### src/rtl/rt_pkg.sv
// -----------------------------------------------------------------------------
// rt_pkg
//   Types shared by the ray-sphere pipeline stages.
//   - RT_CW       : default coordinate width
//   - coord_t     : signed coordinate
//   - vec3_t      : {x, y, z} vector of coordinates
//   - ray_t       : {start, dir} primary ray
//   - gen_state_e : pixel_ray_generator control states
// -----------------------------------------------------------------------------
package rt_pkg;

  localparam int RT_CW = 16;

  typedef logic signed [RT_CW-1:0] coord_t;

  typedef struct packed {
    coord_t x;
    coord_t y;
    coord_t z;
  } vec3_t;

  typedef struct packed {
    vec3_t start;
    vec3_t dir;
  } ray_t;

  typedef enum logic [1:0] {
    IDLE  = 2'd0,
    EMIT  = 2'd1,
    DRAIN = 2'd2
  } gen_state_e;

endpackage

### src/rtl/raster_counter.sv
// -----------------------------------------------------------------------------
// raster_counter
//   Column/row counter walking an IMG_W x IMG_H grid in raster order.
//   Ports:
//     clk        : clock, rising edge
//     rst_n      : asynchronous active-low reset (counters -> 0)
//     i_clear    : synchronous clear to (0,0); wins over i_advance
//     i_advance  : step to the next pixel; the last pixel wraps to (0,0)
//     o_px/o_py  : current column / row
//     o_last_px  : current column is IMG_W-1
//     o_last_pix : current pixel is the last one of the frame
// -----------------------------------------------------------------------------
module raster_counter #(
  parameter int IMG_W = 64,
  parameter int IMG_H = 48
) (
  input  logic        clk,
  input  logic        rst_n,
  input  logic        i_clear,
  input  logic        i_advance,
  output logic [15:0] o_px,
  output logic [15:0] o_py,
  output logic        o_last_px,
  output logic        o_last_pix
);

  localparam logic [15:0] L_LAST_X = 16'(IMG_W - 1);
  localparam logic [15:0] L_LAST_Y = 16'(IMG_H - 1);

  logic [15:0] r_px;
  logic [15:0] r_py;
  logic [15:0] w_px_next;
  logic [15:0] w_py_next;

  assign o_last_px  = (r_px == L_LAST_X);
  assign o_last_pix = o_last_px && (r_py == L_LAST_Y);

  always_comb begin
    w_px_next = r_px;
    w_py_next = r_py;
    if (i_clear) begin
      w_px_next = '0;
      w_py_next = '0;
    end else if (i_advance) begin
      if (o_last_px) begin
        w_px_next = '0;
        // Wrapping the row after the final pixel leaves the counter ready
        // for the next frame at (0,0).
        w_py_next = o_last_pix ? 16'd0 : r_py + 16'd1;
      end else begin
        w_px_next = r_px + 16'd1;
      end
    end
  end

  always_ff @(posedge clk or negedge rst_n) begin
    if (!rst_n) begin
      r_px <= '0;
      r_py <= '0;
    end else begin
      r_px <= w_px_next;
      r_py <= w_py_next;
    end
  end

  assign o_px = r_px;
  assign o_py = r_py;

endmodule

### src/rtl/pixel_ray_generator.sv
// -----------------------------------------------------------------------------
// pixel_ray_generator
//   Walks an IMG_W x IMG_H pixel grid in raster order and emits one primary
//   ray per pixel over a valid/ready handshake. The camera origin is latched
//   on start; a completed frame ends with a one-cycle frame_done pulse.
//   Ports:
//     ACLK, ARESETn            : clock / asynchronous active-low reset
//     start                    : begin a frame (only honoured in IDLE)
//     abort                    : drop the current frame, back to IDLE
//     origin_x/y/z             : camera origin, sampled on the start cycle
//     ray_valid / ray_ready    : output handshake
//     ray_start_x/y/z          : latched origin
//     ray_dir_x/y/z            : per-pixel direction
//     pix_x / pix_y            : column / row of the current ray
//     busy                     : high while emitting or draining
//     frame_done               : pulse after the last pixel is accepted
// -----------------------------------------------------------------------------
module pixel_ray_generator
  import rt_pkg::*;
#(
  parameter int IMG_W = 64,
  parameter int IMG_H = 48,
  parameter int FOCAL = 64,
  parameter int CW    = 16
) (
  input  logic                 ACLK,
  input  logic                 ARESETn,
  input  logic                 start,
  input  logic                 abort,
  input  logic signed [CW-1:0] origin_x,
  input  logic signed [CW-1:0] origin_y,
  input  logic signed [CW-1:0] origin_z,
  output logic                 ray_valid,
  input  logic                 ray_ready,
  output logic signed [CW-1:0] ray_start_x,
  output logic signed [CW-1:0] ray_start_y,
  output logic signed [CW-1:0] ray_start_z,
  output logic signed [CW-1:0] ray_dir_x,
  output logic signed [CW-1:0] ray_dir_y,
  output logic signed [CW-1:0] ray_dir_z,
  output logic [15:0]          pix_x,
  output logic [15:0]          pix_y,
  output logic                 busy,
  output logic                 frame_done
);

  // Direction of pixel (0,0); evaluated one bit wider, then truncated.
  localparam logic signed [CW:0]   L_HALF_W_WIDE = (CW+1)'(IMG_W / 2);
  localparam logic signed [CW:0]   L_HALF_H_WIDE = (CW+1)'(IMG_H / 2);
  localparam logic signed [CW:0]   L_NEG_F_WIDE  = (CW+1)'(-FOCAL);
  localparam logic signed [CW:0]   L_DIR0_X_WIDE = -L_HALF_W_WIDE;
  localparam logic signed [CW-1:0] L_DIR0_X      = L_DIR0_X_WIDE[CW-1:0];
  localparam logic signed [CW-1:0] L_DIR0_Y      = L_HALF_H_WIDE[CW-1:0];
  localparam logic signed [CW-1:0] L_DIR_Z       = L_NEG_F_WIDE[CW-1:0];

  gen_state_e r_state;
  gen_state_e w_state_next;

  logic                 r_ray_valid;
  logic                 r_busy;
  logic                 r_frame_done;
  logic signed [CW-1:0] r_start_x;
  logic signed [CW-1:0] r_start_y;
  logic signed [CW-1:0] r_start_z;
  logic signed [CW-1:0] r_dir_x;
  logic signed [CW-1:0] r_dir_y;
  logic signed [CW-1:0] r_dir_z;

  logic        w_hs;
  logic        w_start_acc;
  logic        w_clear;
  logic        w_advance;
  logic [15:0] w_px;
  logic [15:0] w_py;
  logic        w_last_px;
  logic        w_last_pix;

  // ray_valid is high exactly in EMIT, so it doubles as the state qualifier.
  assign w_hs        = r_ray_valid && ray_ready;
  assign w_start_acc = (r_state == IDLE) && start && !abort;
  assign w_clear     = abort || w_start_acc;
  assign w_advance   = w_hs && !abort;

  raster_counter #(
    .IMG_W (IMG_W),
    .IMG_H (IMG_H)
  ) u_raster_counter (
    .clk        (ACLK),
    .rst_n      (ARESETn),
    .i_clear    (w_clear),
    .i_advance  (w_advance),
    .o_px       (w_px),
    .o_py       (w_py),
    .o_last_px  (w_last_px),
    .o_last_pix (w_last_pix)
  );

  always_comb begin
    w_state_next = r_state;
    unique case (r_state)
      IDLE: begin
        if (w_start_acc) w_state_next = EMIT;
      end
      EMIT: begin
        if (abort)                   w_state_next = IDLE;
        else if (w_hs && w_last_pix) w_state_next = DRAIN;
      end
      DRAIN: begin
        w_state_next = IDLE;
      end
      default: begin
        w_state_next = IDLE;
      end
    endcase
  end

  always_ff @(posedge ACLK or negedge ARESETn) begin
    if (!ARESETn) begin
      r_state      <= IDLE;
      r_ray_valid  <= 1'b0;
      r_busy       <= 1'b0;
      r_frame_done <= 1'b0;
      r_start_x    <= '0;
      r_start_y    <= '0;
      r_start_z    <= '0;
      r_dir_x      <= '0;
      r_dir_y      <= '0;
      r_dir_z      <= '0;
    end else begin
      r_state      <= w_state_next;
      // Status outputs are registered copies of the next state.
      r_ray_valid  <= (w_state_next == EMIT);
      r_busy       <= (w_state_next == EMIT) || (w_state_next == DRAIN);
      r_frame_done <= (w_state_next == DRAIN);

      if (w_start_acc) begin
        r_start_x <= origin_x;
        r_start_y <= origin_y;
        r_start_z <= origin_z;
        r_dir_x   <= L_DIR0_X;
        r_dir_y   <= L_DIR0_Y;
        r_dir_z   <= L_DIR_Z;
      end else if (w_advance && !w_last_pix) begin
        // Stepping incrementally keeps dir_x = px - W/2 and dir_y = H/2 - py
        // in lock-step with the counter, without a subtractor per axis.
        if (w_last_px) begin
          r_dir_x <= L_DIR0_X;
          r_dir_y <= r_dir_y - 1'b1;
        end else begin
          r_dir_x <= r_dir_x + 1'b1;
        end
      end
    end
  end

  assign ray_valid   = r_ray_valid;
  assign busy        = r_busy;
  assign frame_done  = r_frame_done;
  assign ray_start_x = r_start_x;
  assign ray_start_y = r_start_y;
  assign ray_start_z = r_start_z;
  assign ray_dir_x   = r_dir_x;
  assign ray_dir_y   = r_dir_y;
  assign ray_dir_z   = r_dir_z;
  assign pix_x       = w_px;
  assign pix_y       = w_py;

endmodule

### config.mk
export PLATFORM = sky130hd
export DESIGN_NAME = pixel_ray_generator
export DESIGN_NICKNAME = d
export VERILOG_FILES = /design/src/rtl/rt_pkg.sv /design/src/rtl/raster_counter.sv /design/src/rtl/pixel_ray_generator.sv
export SDC_FILE = /design/constraint.sdc
export NUM_CORES = 1
export LEC_CHECK = 0
export BUFFER_PORTS_ARGS = -buffer_cell sky130_fd_sc_hd__buf_2
export CORE_ASPECT_RATIO = 1.5
export CORE_MARGIN = 2
export CORE_UTILIZATION = 36
export DETAILED_ROUTE_END_ITERATION = 7
export MAX_ROUTING_LAYER = met4
export SLEW_MARGIN = 0
export SYNTH_ARGS = -nofsm -noshare
export SYNTH_HDL_FRONTEND = slang
export SYNTH_SLANG_ARGS = --single-unit
### constraint.sdc
create_clock -name ACLK -period 3.8 [get_ports ACLK]
set_clock_uncertainty 0.1 [all_clocks]
set_input_delay 0.38 -clock ACLK [delete_from_list [all_inputs] [get_ports ACLK]]
set_output_delay 0.38 -clock ACLK [all_outputs]
set_load 0.01 [all_outputs]
Yosys cells after proc, flatten, opt, wreduce, memory -nomap -nowiden --
Cells that the tools add are included.
Word-level totals: flip-flop bits (word level) 118, word-level logic and storage cells 56
Operators by class: $add $sub $neg 4, equality and inequality tests 5, muxes and demuxes 17, reductions and logical operators 18
Operators with widths (number):
- 16-bit 2-to-1 mux | 13
- 16-bit by 1-bit adder with 16-bit output (second input constant) | 3
- 16-bit by 6-bit == test with 1-bit output (second input constant) | 2
- 16-bit by 1-bit subtractor with 16-bit output (second input constant) | 1
- 2-bit nonzero test | 4
- 1-bit logical AND | 7
- 2-bit 2-to-1 mux | 3
- 2-bit by 1-bit == test with 1-bit output (second input constant) | 2
- 2-bit one-hot mux with 2 select lines | 1
- 2-bit AND reduction | 2
- 2-bit == test (second input constant) | 1
- 1-bit logical NOT | 2
- 2-bit logical NOT | 1
- 1-bit logical OR | 2

Longest topological paths before layout --
depth in word-level cells 8, gate-level depth with buffers 10

Hierarchy --
Synthesis repeated with hierarchy kept, for this count alone.
Unflattened totals: cells, all modules 610, area total of the unflattened synthesis 5606.6 µm²
Modules (own cells, without submodules):
- pixel_ray_generator | instances 1, cells each 419, area each 3854.9 µm²
- raster_counter | instances 1, cells each 191, area each 1751.7 µm²

Worst setup path before layout --
No wires, ideal clock.
kind reg2reg, start register u_raster_counter.r_py[7], in the netlist u_raster_counter.o_py[7], end register r_busy, in the netlist busy, arrival 2529 ps, required time 3637 ps, setup slack 1108 ps, cell stages (with the launch flop) 11, buffers on the path 3, path through dfrtp_1 > buf_6 > or4_4 > or4_1 > buf_6 > buf_6 > nor2_1 > nand2_1 > a31oi_1 > ha_1 > inv_1
Between the ends: word-level cells in the longest chain between the ends 8, elaborated cells on any way between the ends 9, classes of those cells 3 x eq/ne; 3 x mux; 3 x reduce/logical
Ends and longest elaborated chain:
- start: declaration | line raster_counter.sv:31 | logic [15:0] r_py;
- start signal: assignment | line raster_counter.sv:62 | r_py <= w_py_next;
- 16-bit by 6-bit == test with 1-bit output (*) | line raster_counter.sv:36 | assign o_last_pix = o_last_px && (r_py == L_LAST_Y);
- 1-bit logical AND (*) | line raster_counter.sv:36
- 1-bit logical AND (*) | line pixel_ray_generator.sv:106 | else if (w_hs && w_last_pix) w_state_next = DRAIN;
- 2-bit 2-to-1 mux (*) | line pixel_ray_generator.sv:106
- 2-bit 2-to-1 mux (*) | line pixel_ray_generator.sv:105 | if (abort) w_state_next = IDLE;
- 2-bit one-hot mux with 2 select lines (*) | line pixel_ray_generator.sv:100 | unique case (r_state)
- 2-bit by 1-bit == test with 1-bit output / 2-bit == test (equally long branches) | line pixel_ray_generator.sv:133 | r_busy <= (w_state_next == EMIT) || (w_state_next == DRAIN);
- 1-bit logical OR (*) | line pixel_ray_generator.sv:133
- end signal: assignment | line pixel_ray_generator.sv:133
- end: declaration | line pixel_ray_generator.sv:60 | logic r_busy;
Every way passes the cells marked *; elsewhere a longest branch is shown, timed or not. A chain may end at the register's enable or synchronous reset.

Final worst setup path --
start register u_raster_counter.r_px[0], in the netlist u_raster_counter.o_px[0], end register u_raster_counter.r_py[9], in the netlist u_raster_counter.o_py[9]
Between the ends: word-level cells in the longest chain between the ends 6, elaborated cells on any way between the ends 8, classes of those cells 1 x eq/ne; 4 x mux; 3 x reduce/logical
Ends and longest elaborated chain:
- start: declaration | line raster_counter.sv:30 | logic [15:0] r_px;
- start signal: assignment | line raster_counter.sv:61 | r_px <= w_px_next;
- 16-bit by 6-bit == test with 1-bit output (*) | line raster_counter.sv:35 | assign o_last_px = (r_px == L_LAST_X);
- 1-bit logical AND | line raster_counter.sv:36
- 16-bit 2-to-1 mux | line raster_counter.sv:49 | w_py_next = o_last_pix ? 16'd0 : r_py + 16'd1;
- 16-bit 2-to-1 mux | line raster_counter.sv:45 | if (o_last_px) begin
- 16-bit 2-to-1 mux | line raster_counter.sv:44 | end else if (i_advance) begin
- 16-bit 2-to-1 mux | line raster_counter.sv:41 | if (i_clear) begin
Every way passes the cells marked *; elsewhere a longest branch is shown, timed or not. The select of a mux whose other input is x is not followed.

==> results.ini <==
[outcome]
status=complete, no violations

[grt]
grt_pass1_wl_mm=25.0
grt_overflow=0
grt_start_max_net_pins=119
track_usage_pct=19.4
first_global_vias=5117
antenna_found_initial=0

[cts]
cts_buffer_depth=2
postCtsHoldBufs=1
clk_latency_ps=400
cts_buffers=17
cts_tree=done
cts_setup_buffers=0
htree_levels=4
path_clk_slew_ps=60
cts_resized=0
clkSinkCount=118
clockRootBuffer=clkbuf_16

[setup_path]
timing.rr.start=u_raster_counter.o_px[0]$_DFFE_PN0P_
r2r_end=u_raster_counter.o_py[9]$_DFFE_PN0P_
r2r_slack_ps=850
cp.required_ps=4020
worstPathMaxFanout=18
cp-start-kind=flop
path_class=flop to flop
critical_path_arrival_ps=3170
worstSetupEndpointType=flop
rr_worst_depth=6

[place]
hpwl_mm=10.9
globalplace.congestion=0.835
portBuffers=177
pre_cts_slack_ps=888
dp_cells=959

[timing]
fin_setup_tns_ps=0
worst_hold_slack_ps=59.8
worst_pin_slew_ps=1210
finalCritPeriodShare_pct=77.7
grt_setup_unrepaired=false
slew_headroom_pct=19.4
max_freq_ghz=0.339
slew_viol_final=0
final_hold_viol_count=0
setup_violations=0
fin_ws_ps=848
fin_crit_ps=2950

[layout]
regArea_um2=2950
fillers=1503
multi_input_area_um2=2460
area_delta_synth_final_pct=28.5
drive_above_1_share_pct=29.0
nets=835
antenna_cells=0
fin_util_pct=46.9
stdcell_count=992

[yosys]
syn_area_per_cell_um2=9.31
synth_area_leaders=dfrtp_1 52%, nand2_1 12%, xor2_1 4.3%
seq_area_frac_synth_pct=52.2
yosysMostFrequentCell=nand2_1
syn_area_um2=5650
netlist_instances=607
synth-xor-area-share_pct=4.96
synth_top_cells_by_count=183 x nand2_1, 118 x dfrtp_1, 36 x nor2_1
yosysUniqueCellTypes=54
synth_top_family_by_area=simple AND/OR/NAND/NOR gates
synth-main-ff-cell=dfrtp_1
netlist.area_leader.share_pct=52.2
synth-simple-area-share_pct=27.2
yosysWarnings=0
synth_edf_count=0
synth.ff_latch_count=118
synth.mux.area_fraction_pct=0.553
yosys.area.top_type=dfrtp_1
async_flop_share_pct=100
synth_fa_ha_area_share_pct=1.33
synth_compound_gate_area_share_pct=9.03

[min_path]
hp-class=primary input to flop
whs_path_depth=3
min_to=ray_start_z[3]$_DFFE_PN0P_
min_from=origin_z[3]

[drt]
route.detailed.drc=0
drt-pass1-iter-count=6
wire_per_inst_um=15.7
totalWireLength_mm=15.6
avgViaCountPerCell=5.17
postRouteAntennaNets=0
vias=5128
drtIter0Drc=298

[floorplanning]
die_w_um=106
fp.dieArea_um2=16700
initial_core_util_pct=36.5
die_height_um=157
rows=56
io-pin-count=184
core_region_area_um2=15500

[pwr]
ir_drop_mv=0.242
p_leak_nw=3.62
p_per_area_nw_per_um2=481

[run]
drv_cap=0

registers in the layout, summed over array words and instances, names as in the netlist:
signal / cells
busy: 1
frame_done: 1
r_state: 2
ray_dir_x: 16
ray_dir_y: 16
ray_dir_z: 1
ray_start_x: 16
ray_start_y: 16
ray_start_z: 16
ray_valid: 1
u_raster_counter.o_px: 16
u_raster_counter.o_py: 16
cell families after synthesis:
| logic type | after synthesis |
|---|---|
| XOR/XNOR | 32 |
| buffers and inverters | 45 |
| AND/OR/NAND/NOR | 326 |
| multiplexers | 3 |
| adder cells (fa/ha/maj) | 6 |
| other | 1 |
| AO/OA/AOI/OAI | 76 |
| flip-flops | 118 |
where the power goes:
part	internal, mW	total [mW]	leakage, nW	switching [mW]
clock	1.06	1.67	0.301	0.612
sequential	1.36	1.43	1.49	0.0644
combinational	0.151	0.396	1.82	0.245
area by class of cell:
type / count / share of cell area [%]
clock buffer: 18 / 6.05
clock inverter: 14 / 2.39
inverter: 6 / 0.310
multi-input combinational: 449 / 33.9
sequential: 118 / 40.7
tap: 203 / 3.50
timing repair buffer: 184 / 13.2
layer usage:
metal	GRT usage, %	share of wire [%]
met5	-	0
met4	8.02	1.9
met2	31.7	49
met3	4.51	5.9
met1	22.9	43
per-stage QoR:
stage          power, mW  instance area (µm²)
2_1_floorplan       1.64                 5670
3_3_place_gp        1.84                 6640
3_5_place_dp        1.85                 6640
4_1_cts             3.54                 7260
5_1_grt             3.64                 7260
6_report            3.49                 7260
cell usage in the layout (no fill, tap or decap), types with 3 or more instances in the layout:
cell / instances
inv_6: 4
or3_1: 8
clkinv_4: 3
o31ai_1: 10
buf_2: 176
clkinv_2: 3
a21oi_1: 21
and4_1: 5
conb_1: 6
or2_2: 3
nand2_1: 183
nor2_1: 36
xor2_1: 28
nand3b_1: 5
inv_1: 6
a22o_1: 5
o21ai_0: 8
dfrtp_1: 118
nand3_1: 12
nor3b_1: 3
clkbuf_16: 17
nand4_1: 19
nor4_1: 10
nor3_1: 6
or4_1: 12
and3_1: 10
xnor2_1: 4
o211ai_2: 3
ha_1: 6
bufinv_16: 3
o211ai_1: 3
o2111ai_1: 6
buf_4: 6
o21ai_1: 9
worst max-delay path: stages (launching register included):
cell and delay [ps]:
dfrtp_1 440, ha_1 240, nor4bb_1 360, and4_1 500, a21oi_1 450, or4_1 620
a21oi_1 160
worst max path at each step:
stage / startpoint / endpoint / slack, ps / cells after the start
floorplan: u_raster_counter.o_py[7]$_DFFE_PN0P_ / busy$_DFF_PN0_ / 1110 / 10
global placement: u_raster_counter.o_py[7]$_DFFE_PN0P_ / busy$_DFF_PN0_ / 930 / 7
detailed placement: u_raster_counter.o_py[0]$_DFFE_PN0P_ / ray_dir_y[14]$_DFFE_PN0P_ / 890 / 6
CTS: u_raster_counter.o_py[0]$_DFFE_PN0P_ / ray_dir_y[14]$_DFFE_PN0P_ / 860 / 6
global route: u_raster_counter.o_py[0]$_DFFE_PN0P_ / ray_dir_y[12]$_DFFE_PN0P_ / 610 / 6
finish: u_raster_counter.o_px[0]$_DFFE_PN0P_ / u_raster_counter.o_py[9]$_DFFE_PN0P_ / 850 / 6
(Power assumes the default switching activity.)
